--- config.mk ---
export PLATFORM = sky130hd
export DESIGN_NAME = halt_dump_ctrl
export DESIGN_NICKNAME = d
export VERILOG_FILES = /design/src/rtl/halt_dump_pkg.sv /design/src/rtl/halt_dump_ctrl_halt_detect.sv /design/src/rtl/halt_dump_ctrl.sv
export SDC_FILE = /design/constraint.sdc
export NUM_CORES = 1
export LEC_CHECK = 0
export CORE_AREA = 2 2 178 180
export DETAILED_ROUTE_END_ITERATION = 16
export DIE_AREA = 0 0 180 182
export PLACE_DENSITY = 0.59
export SYNTH_ARGS = -nofsm -noshare
export SYNTH_HDL_FRONTEND = slang
export SYNTH_SLANG_ARGS = --single-unit
--- constraint.sdc ---
create_clock -name CLK100MHZ -period 3.27 [get_ports CLK100MHZ]
set_input_delay 0.654 -clock CLK100MHZ [delete_from_list [all_inputs] [get_ports CLK100MHZ]]
set_output_delay 0.654 -clock CLK100MHZ [all_outputs]
set_load 0.01 [all_outputs]
--- src/rtl/halt_dump_pkg.sv ---
// rtl/halt_dump_pkg.sv - shared types and encodings for the halt detector and memory dump sweep
package halt_dump_pkg;

    typedef enum logic [2:0] {
        MONITOR = 3'd0,
        ISSUE   = 3'd1,
        CAPTURE = 3'd2,
        SEND    = 3'd3,
        CSUM    = 3'd4,
        DONE    = 3'd5
    } state_e;

    localparam logic [15:0] CNOP_ENC     = 16'h0001;
    localparam logic [31:0] ADDI_NOP_ENC = 32'h0000_0013;

    // Checksum beat address; the top slices it down to its console address width.
    localparam logic [31:0] CSUM_MARKER_ADDR = 32'hFFFF_FFFF;

    function automatic logic is_nop(input logic [31:0] i);
        return (i[15:0] == CNOP_ENC) || (i == ADDI_NOP_ENC);
    endfunction

    function automatic logic [31:0] sat_inc32(input logic [31:0] v);
        return (v == 32'hFFFF_FFFF) ? v : v + 32'd1;
    endfunction

endpackage

--- src/rtl/halt_dump_ctrl_halt_detect.sv ---
// rtl/halt_dump_ctrl_halt_detect.sv - detects NOP spin / stuck fetch and keeps cycle and NOP metrics
module halt_detect
    import halt_dump_pkg::*;
#(
    parameter int STALL_LIMIT = 49,
    parameter int NOP_LIMIT   = 16
) (
    input  logic        CLK100MHZ,
    input  logic        nrst,
    input  logic        monitor_en,
    input  logic [31:0] inst,
    output logic        halt_pulse,
    output logic [31:0] cycle_count,
    output logic [31:0] nop_count
);

    localparam int CNT_W = 16;

    logic [31:0]      last_inst_q, last_inst_d;
    logic [CNT_W-1:0] same_cnt_q, same_cnt_d;
    logic [CNT_W-1:0] nop_rep_q, nop_rep_d;
    logic [31:0]      cycle_count_q, cycle_count_d;
    logic [31:0]      nop_count_q, nop_count_d;
    logic             inst_nop;

    assign inst_nop = is_nop(inst);

    // Halt is judged on the registered counters, so the repeat that reaches the limit is already stored.
    assign halt_pulse = monitor_en &&
                        ((same_cnt_q == CNT_W'(STALL_LIMIT)) || (nop_rep_q == CNT_W'(NOP_LIMIT)));

    always_comb begin
        last_inst_d   = last_inst_q;
        same_cnt_d    = same_cnt_q;
        nop_rep_d     = nop_rep_q;
        cycle_count_d = cycle_count_q;
        nop_count_d   = nop_count_q;
        if (monitor_en && !halt_pulse) begin
            if (inst == last_inst_q) begin
                same_cnt_d = (same_cnt_q == '1) ? same_cnt_q : same_cnt_q + CNT_W'(1);
                if (inst_nop) begin
                    nop_rep_d = (nop_rep_q == '1) ? nop_rep_q : nop_rep_q + CNT_W'(1);
                end
            end else begin
                last_inst_d = inst;
                same_cnt_d  = '0;
                nop_rep_d   = '0;
            end
            cycle_count_d = sat_inc32(cycle_count_q);
            if (inst_nop) begin
                nop_count_d = sat_inc32(nop_count_q);
            end
        end
    end

    always_ff @(posedge CLK100MHZ) begin
        if (!nrst) begin
            last_inst_q   <= '0;
            same_cnt_q    <= '0;
            nop_rep_q     <= '0;
            cycle_count_q <= '0;
            nop_count_q   <= '0;
        end else begin
            last_inst_q   <= last_inst_d;
            same_cnt_q    <= same_cnt_d;
            nop_rep_q     <= nop_rep_d;
            cycle_count_q <= cycle_count_d;
            nop_count_q   <= nop_count_d;
        end
    end

    assign cycle_count = cycle_count_q;
    assign nop_count   = nop_count_q;

endmodule

--- src/rtl/halt_dump_ctrl.sv ---
// rtl/halt_dump_ctrl.sv - halt detection followed by a console-port memory dump stream
// Optional trailing checksum beat: define DUMP_CHECKSUM_EN.
module halt_dump_ctrl
    import halt_dump_pkg::*;
#(
    parameter int ADDR_W      = 14,
    parameter int MAX_ADDR    = 143,
    parameter int STALL_LIMIT = 49,
    parameter int NOP_LIMIT   = 16
) (
    input  logic              CLK100MHZ,
    input  logic              nrst,
    input  logic [31:0]       inst,
    output logic [ADDR_W-1:0] con_addr,
    input  logic [31:0]       con_out,
    output logic              dump_valid,
    input  logic              dump_ready,
    output logic [ADDR_W-1:0] dump_addr,
    output logic [31:0]       dump_data,
    output logic              dump_last,
    output logic              halted,
    output logic              done,
    output logic [31:0]       cycle_count,
    output logic [31:0]       nop_count
);

    localparam logic [ADDR_W-1:0] LAST_ADDR = ADDR_W'(MAX_ADDR);
`ifdef DUMP_CHECKSUM_EN
    localparam logic [ADDR_W-1:0] CSUM_ADDR = CSUM_MARKER_ADDR[ADDR_W-1:0];
`endif

    state_e            state_q, state_d;
    logic              halted_q, halted_d;
    logic              done_q, done_d;
    logic [ADDR_W-1:0] con_addr_q, con_addr_d;
    logic [ADDR_W-1:0] dump_addr_q, dump_addr_d;
    logic [31:0]       dump_data_q, dump_data_d;
    logic              dump_last_q, dump_last_d;
    logic              dump_valid_q, dump_valid_d;
`ifdef DUMP_CHECKSUM_EN
    logic [31:0]       csum_q, csum_d;
`endif

    logic halt_pulse;
    logic hs;
    logic at_last;

    halt_detect #(
        .STALL_LIMIT(STALL_LIMIT),
        .NOP_LIMIT  (NOP_LIMIT)
    ) u_halt_detect (
        .CLK100MHZ  (CLK100MHZ),
        .nrst       (nrst),
        .monitor_en (state_q == MONITOR),
        .inst       (inst),
        .halt_pulse (halt_pulse),
        .cycle_count(cycle_count),
        .nop_count  (nop_count)
    );

    assign hs      = dump_valid_q && dump_ready;
    assign at_last = (dump_addr_q == LAST_ADDR);

    always_ff @(posedge CLK100MHZ) begin
        if (!nrst) begin
            state_q <= MONITOR;
        end else begin
            state_q <= state_d;
        end
    end

    always_comb begin
        state_d = state_q;
        case (state_q)
            MONITOR: if (halt_pulse) state_d = ISSUE;
            ISSUE:   state_d = CAPTURE;
            CAPTURE: state_d = SEND;
            SEND: begin
                if (hs) begin
`ifdef DUMP_CHECKSUM_EN
                    state_d = at_last ? CSUM : ISSUE;
`else
                    state_d = at_last ? DONE : ISSUE;
`endif
                end
            end
`ifdef DUMP_CHECKSUM_EN
            CSUM:    if (hs) state_d = DONE;
`endif
            DONE:    state_d = DONE;
            default: state_d = MONITOR;
        endcase
    end

    // Output register: the beat is latched at CAPTURE and held untouched until its handshake.
    always_comb begin
        halted_d     = halted_q;
        done_d       = done_q;
        con_addr_d   = con_addr_q;
        dump_addr_d  = dump_addr_q;
        dump_data_d  = dump_data_q;
        dump_last_d  = dump_last_q;
        dump_valid_d = dump_valid_q;
`ifdef DUMP_CHECKSUM_EN
        csum_d       = csum_q;
`endif
        case (state_q)
            MONITOR: begin
                if (halt_pulse) halted_d = 1'b1;
            end
            CAPTURE: begin
                dump_data_d  = con_out;
                dump_addr_d  = con_addr_q;
                dump_valid_d = 1'b1;
`ifdef DUMP_CHECKSUM_EN
                dump_last_d  = 1'b0;
                csum_d       = csum_q + con_out;
`else
                dump_last_d  = (con_addr_q == LAST_ADDR);
`endif
            end
            SEND: begin
                if (hs) begin
                    dump_valid_d = 1'b0;
                    if (!at_last) begin
                        con_addr_d = con_addr_q + ADDR_W'(1);
                    end
`ifdef DUMP_CHECKSUM_EN
                    else begin
                        dump_addr_d  = CSUM_ADDR;
                        dump_data_d  = csum_q;
                        dump_last_d  = 1'b1;
                        dump_valid_d = 1'b1;
                    end
`endif
                end
            end
`ifdef DUMP_CHECKSUM_EN
            CSUM: begin
                if (hs) dump_valid_d = 1'b0;
            end
`endif
            DONE: begin
                done_d = 1'b1;
            end
            default: begin
            end
        endcase
    end

    always_ff @(posedge CLK100MHZ) begin
        if (!nrst) begin
            halted_q     <= 1'b0;
            done_q       <= 1'b0;
            con_addr_q   <= '0;
            dump_addr_q  <= '0;
            dump_data_q  <= '0;
            dump_last_q  <= 1'b0;
            dump_valid_q <= 1'b0;
`ifdef DUMP_CHECKSUM_EN
            csum_q       <= '0;
`endif
        end else begin
            halted_q     <= halted_d;
            done_q       <= done_d;
            con_addr_q   <= con_addr_d;
            dump_addr_q  <= dump_addr_d;
            dump_data_q  <= dump_data_d;
            dump_last_q  <= dump_last_d;
            dump_valid_q <= dump_valid_d;
`ifdef DUMP_CHECKSUM_EN
            csum_q       <= csum_d;
`endif
        end
    end

    assign con_addr   = con_addr_q;
    assign dump_addr  = dump_addr_q;
    assign dump_data  = dump_data_q;
    assign dump_last  = dump_last_q;
    assign dump_valid = dump_valid_q;
    assign halted     = halted_q;
    assign done       = done_q;

endmodule

==> run summary <==
For the post-placement cell area, the log shows 11700 µm². The run gives 1720 as the final instance count without filler cells. The commonest cells after synthesis are 195 x sky130_fd_sc_hd__dfxtp_1, 167 x sky130_fd_sc_hd__nand2_1, 108 x sky130_fd_sc_hd__a21oi_1, 84 x sky130_fd_sc_hd__nor2_1, 51 x sky130_fd_sc_hd__mux2i_1. The first global-routing pass estimated 42.1 mm of wire. The logs give 1.11 mW for the reported net switching power and 1106 for the gate count of the mapped netlist. Ranked by total cell area, the synthesized netlist is headed by sky130_fd_sc_hd__dfxtp_1 43%, sky130_fd_sc_hd__nand2_1 6.9%, sky130_fd_sc_hd__a21oi_1 5.9%, sky130_fd_sc_hd__mux2i_1 5.6%, sky130_fd_sc_hd__xor2_1 4.2%.

The routed wirelength normalized by instance count works out to 14.8 µm. Net switching is 23.1% of the power. Measured against the total synthesized area, the mux share comes to 5.71%. TritonCTS created 17 clock buffers.

The worst pin sits at a relative slew slack of 54.8%. For the worst setup path, the data required time is 3.64 ns. Walking the worst path, the cells encountered are clkdlybuf4s50_1 > nor4_1 > and4_1 > nand4_1 > or3_1 > buf_4 > or4_1 > a21oi_1.

Footprint of the flip-flops and latches: 3900 µm². For the HPWL after detailed placement, the log shows 18.0 mm. STA puts the critical path data arrival time at 3.28 ns. For the initial cell density of the core, the log shows 29.5%. The count of nets left with antenna violations once routing finished came out at 0. Counting the fill cells in the layout gives 3171. For the number of cells in the design after placement, the log shows 1688. In the final design database the tool counted 1379 nets. The area added between synthesis and finish is 34.9%.

After Yosys synthesis, XOR and XNOR cells account for 5.18% of the synthesized area. TritonCTS built the clock tree. The share of synthesized flip-flops with an asynchronous set or reset was 0%; the number of nets produced by synthesis was 1180. The worst path uses 89.1% of the clock period. The post-route clock skew was 0.0155 ns; the layout cell share with drive strength beyond 1 was 6.75%. The maximum level of the CTS H-tree is 4, and the via count is 8712. For the quantity of hold-fixing buffers added after cts, the log shows 0.

In this run, post-CTS repair resized a total of 0 instances. The diode insertion count for antenna repair is 0, and the count of clock tree sinks is 195. The initial antenna violation count was 1; the total count of max-transition violations in the final report was 0.

At the later pin of the worst-skew pair, clock insertion delay measures 0.44 ns. Entering global routing, the biggest net connects 95 pins. Prior to clock tree synthesis, the placed netlist has a worst setup slack of -0.120 ns. STA classifies the critical path endpoint as a flop. For the count of cell types in the netlist, the log shows 54. In this run the deepest clock path goes through 2 buffers. The reported max-cap violation count was 0; the setup violation total in the final timing report was 0.

The share of the synthesized area in the top cell type is 42.7%. The run finished with clean final reports. The dominant register cell in the synthesized netlist was sky130_fd_sc_hd__dfxtp_1. For the pin with the worst max-slew slack, the measured transition is 0.678 ns.

The tools report the number of cell rows as 65. The critical path is of the primary input to flop type. Cell area after synthesis: 9140 µm². The cell area power density came out at 391 nW/µm².

The overall die width came out at 180 µm. The height of the die was 182 µm; the peak fanout along the critical path was 24. The most frequent cell after synthesis is sky130_fd_sc_hd__dfxtp_1. The internal power of the cells totals 3.70 mW. The worst setup path is launched from a primary input. Counting flops with a built-in enable in the synthesized netlist gives 0. The clock network burns 44.8% of the power. On the worst path, the slowest cell contributes a delay of 0.51 ns.

The maximum frequency from static timing analysis came out at 343 MHz. The sequential fraction of the synthesis area was 42.7%; the first-pass iteration count of the detailed router was 5. The adder and majority cell fraction of the synthesized area came out at 0.958%. The detailed router finished its first iteration with 428 violations. After Yosys synthesis, and, or, nand and nor cells account for 29.5% of the synthesized area. The run gives 25.4 mm as the final wirelength.

After floorplanning, the core was sized to cover 31000 µm². The area of combinational cells with multiple inputs was 4950 µm². The run gives 0 as the aggregate global routing overflow. The tree is rooted in a sky130_fd_sc_hd__clkbuf_16. The detail-routed via count per cell works out to 5.07. After synthesis, the mean cell area works out to 8.26 µm². Global routing used 15.4% of the available tracks across all layers. In this run, flip-flops and latches consume 50.2% of the power. Largest area contributor in the synthesized netlist: sky130_fd_sc_hd__dfxtp_1.

Setup repair after global routing left no endpoint under its margin. At the end of routability-driven placement, the weighted congestion stood at 0.798. Total power for the finished layout comes to 4.82 mW. The final hold violation count is 0. Summing the areas of all compound-gate instances in the mapped netlist gives 12.6% of the synthesized area. The tools report the maximum ir drop on the vdd rail as 0.375 mV. Buffers placed on the I/O ports in this run total 194. The path class of the tightest hold or removal check is flop to flop. Synthesis inferred 195 register bits.

The slowest cell on the critical path is sky130_fd_sc_hd__or4_1. Per report_power, the combinational group accounts for 5.0% of the total. The clock-pin slew reported for the worst setup and hold paths after clock tree synthesis works out to 0.07 ns. Measured on the finished design, the core utilization comes to 39.8%. For this design the top-level I/O count stands at 195.

The via count of the first global-routing pass was 8134; the standby leakage power was 4.06 nW. For the area of the die, the log shows 32800 µm². The count of warnings emitted by yosys came out at 0. Shortest clock period the worst path allows after layout: 2.91 ns.

The finished cells cover 12300 µm². The number of design rule violations left after detail routing was 0. The tools report the smallest setup slack after layout as 0.358 ns. Once the clock tree was built, the setup fixing pass inserted 0 buffers. After synthesis, the largest family of logic cells by area is simple AND/OR/NAND/NOR gates.
[layout make-up]
cell class,instances,share of cell area [%]
Timing Repair Buffer,238,18.7
Multi-Input combinational cell,836,40.2
Clock buffer,19,3.67
Inverter,17,0.538
Tap cell,402,4.08
Sequential cell,195,31.7
Clock inverter,13,1.18
[power groups by stage]
| stage | Clock [mW] | Sequential, mW | Combinational (mW) |
|---|---|---|---|
| floorplan | 0 | 2.47 | 0.0985 |
| global placement | 0 | 2.47 | 0.241 |
| detailed placement | 0 | 2.47 | 0.244 |
| CTS | 2.23 | 2.42 | 0.245 |
| global route | 2.33 | 2.42 | 0.266 |
| finish | 2.16 | 2.42 | 0.241 |
[critical path: cells and delay by family]
family,cells,cell delay [ns]
buffers and inverters,2,0.62
AOI/OAI and AO/OA,1,0.16
and+or+nand+nor,5,1.83
[routing by layer]
| metal | share of wire, % | GRT usage, % | vias to the layer above |
|---|---|---|---|
| li1 | - | - | 4386 |
| met1 | 49 | 21.4 | 4098 |
| met2 | 45 | 24.1 | 214 |
| met3 | 5.1 | 3.35 | 14 |
| met4 | 0.79 | 3.97 | 0 |
| met5 | 0 | 0 | - |
[final timing paths]
| kind | start | depth (start not counted) | endpoint | slack (ns) |
|---|---|---|---|---|
| worst max-delay path | inst[9] | 8 | u_halt_detect.nop_count[19]$_SDFFE_PN0P_ | 0.36 |
| worst max register to register | u_halt_detect.nop_rep_q[0]$_SDFFE_PN0P_ | 9 | u_halt_detect.cycle_count[21]$_SDFFE_PN0P_ | 0.42 |
| worst min register to register | dump_data[9]$_SDFFE_PN0P_ | 2 | dump_data[9]$_SDFFE_PN0P_ | 0.45 |
| worst min-delay path | dump_data[9]$_SDFFE_PN0P_ | 2 | dump_data[9]$_SDFFE_PN0P_ | 0.45 |
[metrics by stage]
| stage | setup TNS (ns) | hold slack, ns |
|---|---|---|
| final | 0 | 0.454 |
| after global routing | 0 | 0.477 |
| after CTS | 0 | 0.454 |
| after detailed placement | -1.88 | 0.442 |
| after global placement | -0.0198 | 0.436 |
| after floorplan | 0 | 0.457 |
[logic make-up after synthesis]
family / count (synthesis)
adder cells (fa/ha/maj): 7
buffers and inverters: 75
AO/OA/AOI/OAI: 194
flip-flops: 195
XOR/XNOR: 54
multiplexers: 52
AND/OR/NAND/NOR: 529
[cells in the final DEF (no fill, tap or decap), types with 10 or more instances in the layout]
master | netlist | final
sky130_fd_sc_hd__o21ai_0 | 28 | 28
sky130_fd_sc_hd__and4_1 | 14 | 14
sky130_fd_sc_hd__and3_1 | 22 | 22
sky130_fd_sc_hd__mux2i_1 | 51 | 51
sky130_fd_sc_hd__inv_1 | 16 | 16
sky130_fd_sc_hd__nor3_1 | 26 | 26
sky130_fd_sc_hd__nand2b_1 | 19 | 19
sky130_fd_sc_hd__xor2_1 | 44 | 44
sky130_fd_sc_hd__dfxtp_1 | 195 | 195
sky130_fd_sc_hd__o31ai_1 | 22 | 22
sky130_fd_sc_hd__nand3_1 | 48 | 48
sky130_fd_sc_hd__nand2_1 | 167 | 167
sky130_fd_sc_hd__or4_1 | 20 | 20
sky130_fd_sc_hd__nand4_1 | 42 | 42
sky130_fd_sc_hd__a21oi_1 | 108 | 108
sky130_fd_sc_hd__nor2_1 | 84 | 84
sky130_fd_sc_hd__clkdlybuf4s50_1 | 0 | 193
sky130_fd_sc_hd__nor4_1 | 24 | 24
sky130_fd_sc_hd__clkbuf_16 | 0 | 17
sky130_fd_sc_hd__xnor2_1 | 10 | 10
sky130_fd_sc_hd__buf_4 | 0 | 41
sky130_fd_sc_hd__or3_1 | 31 | 31
[sequential cells by signal (all words and copies together), names as in the netlist, 3 cells and up]
name	count
dump_data	32
dump_addr	14
u_halt_detect.last_inst_q	32
state_q	3
u_halt_detect.nop_rep_q	16
u_halt_detect.nop_count	32
u_halt_detect.same_cnt_q	16
u_halt_detect.cycle_count	32
con_addr	14
No activity file was read; power rests on OpenSTA's default activity.
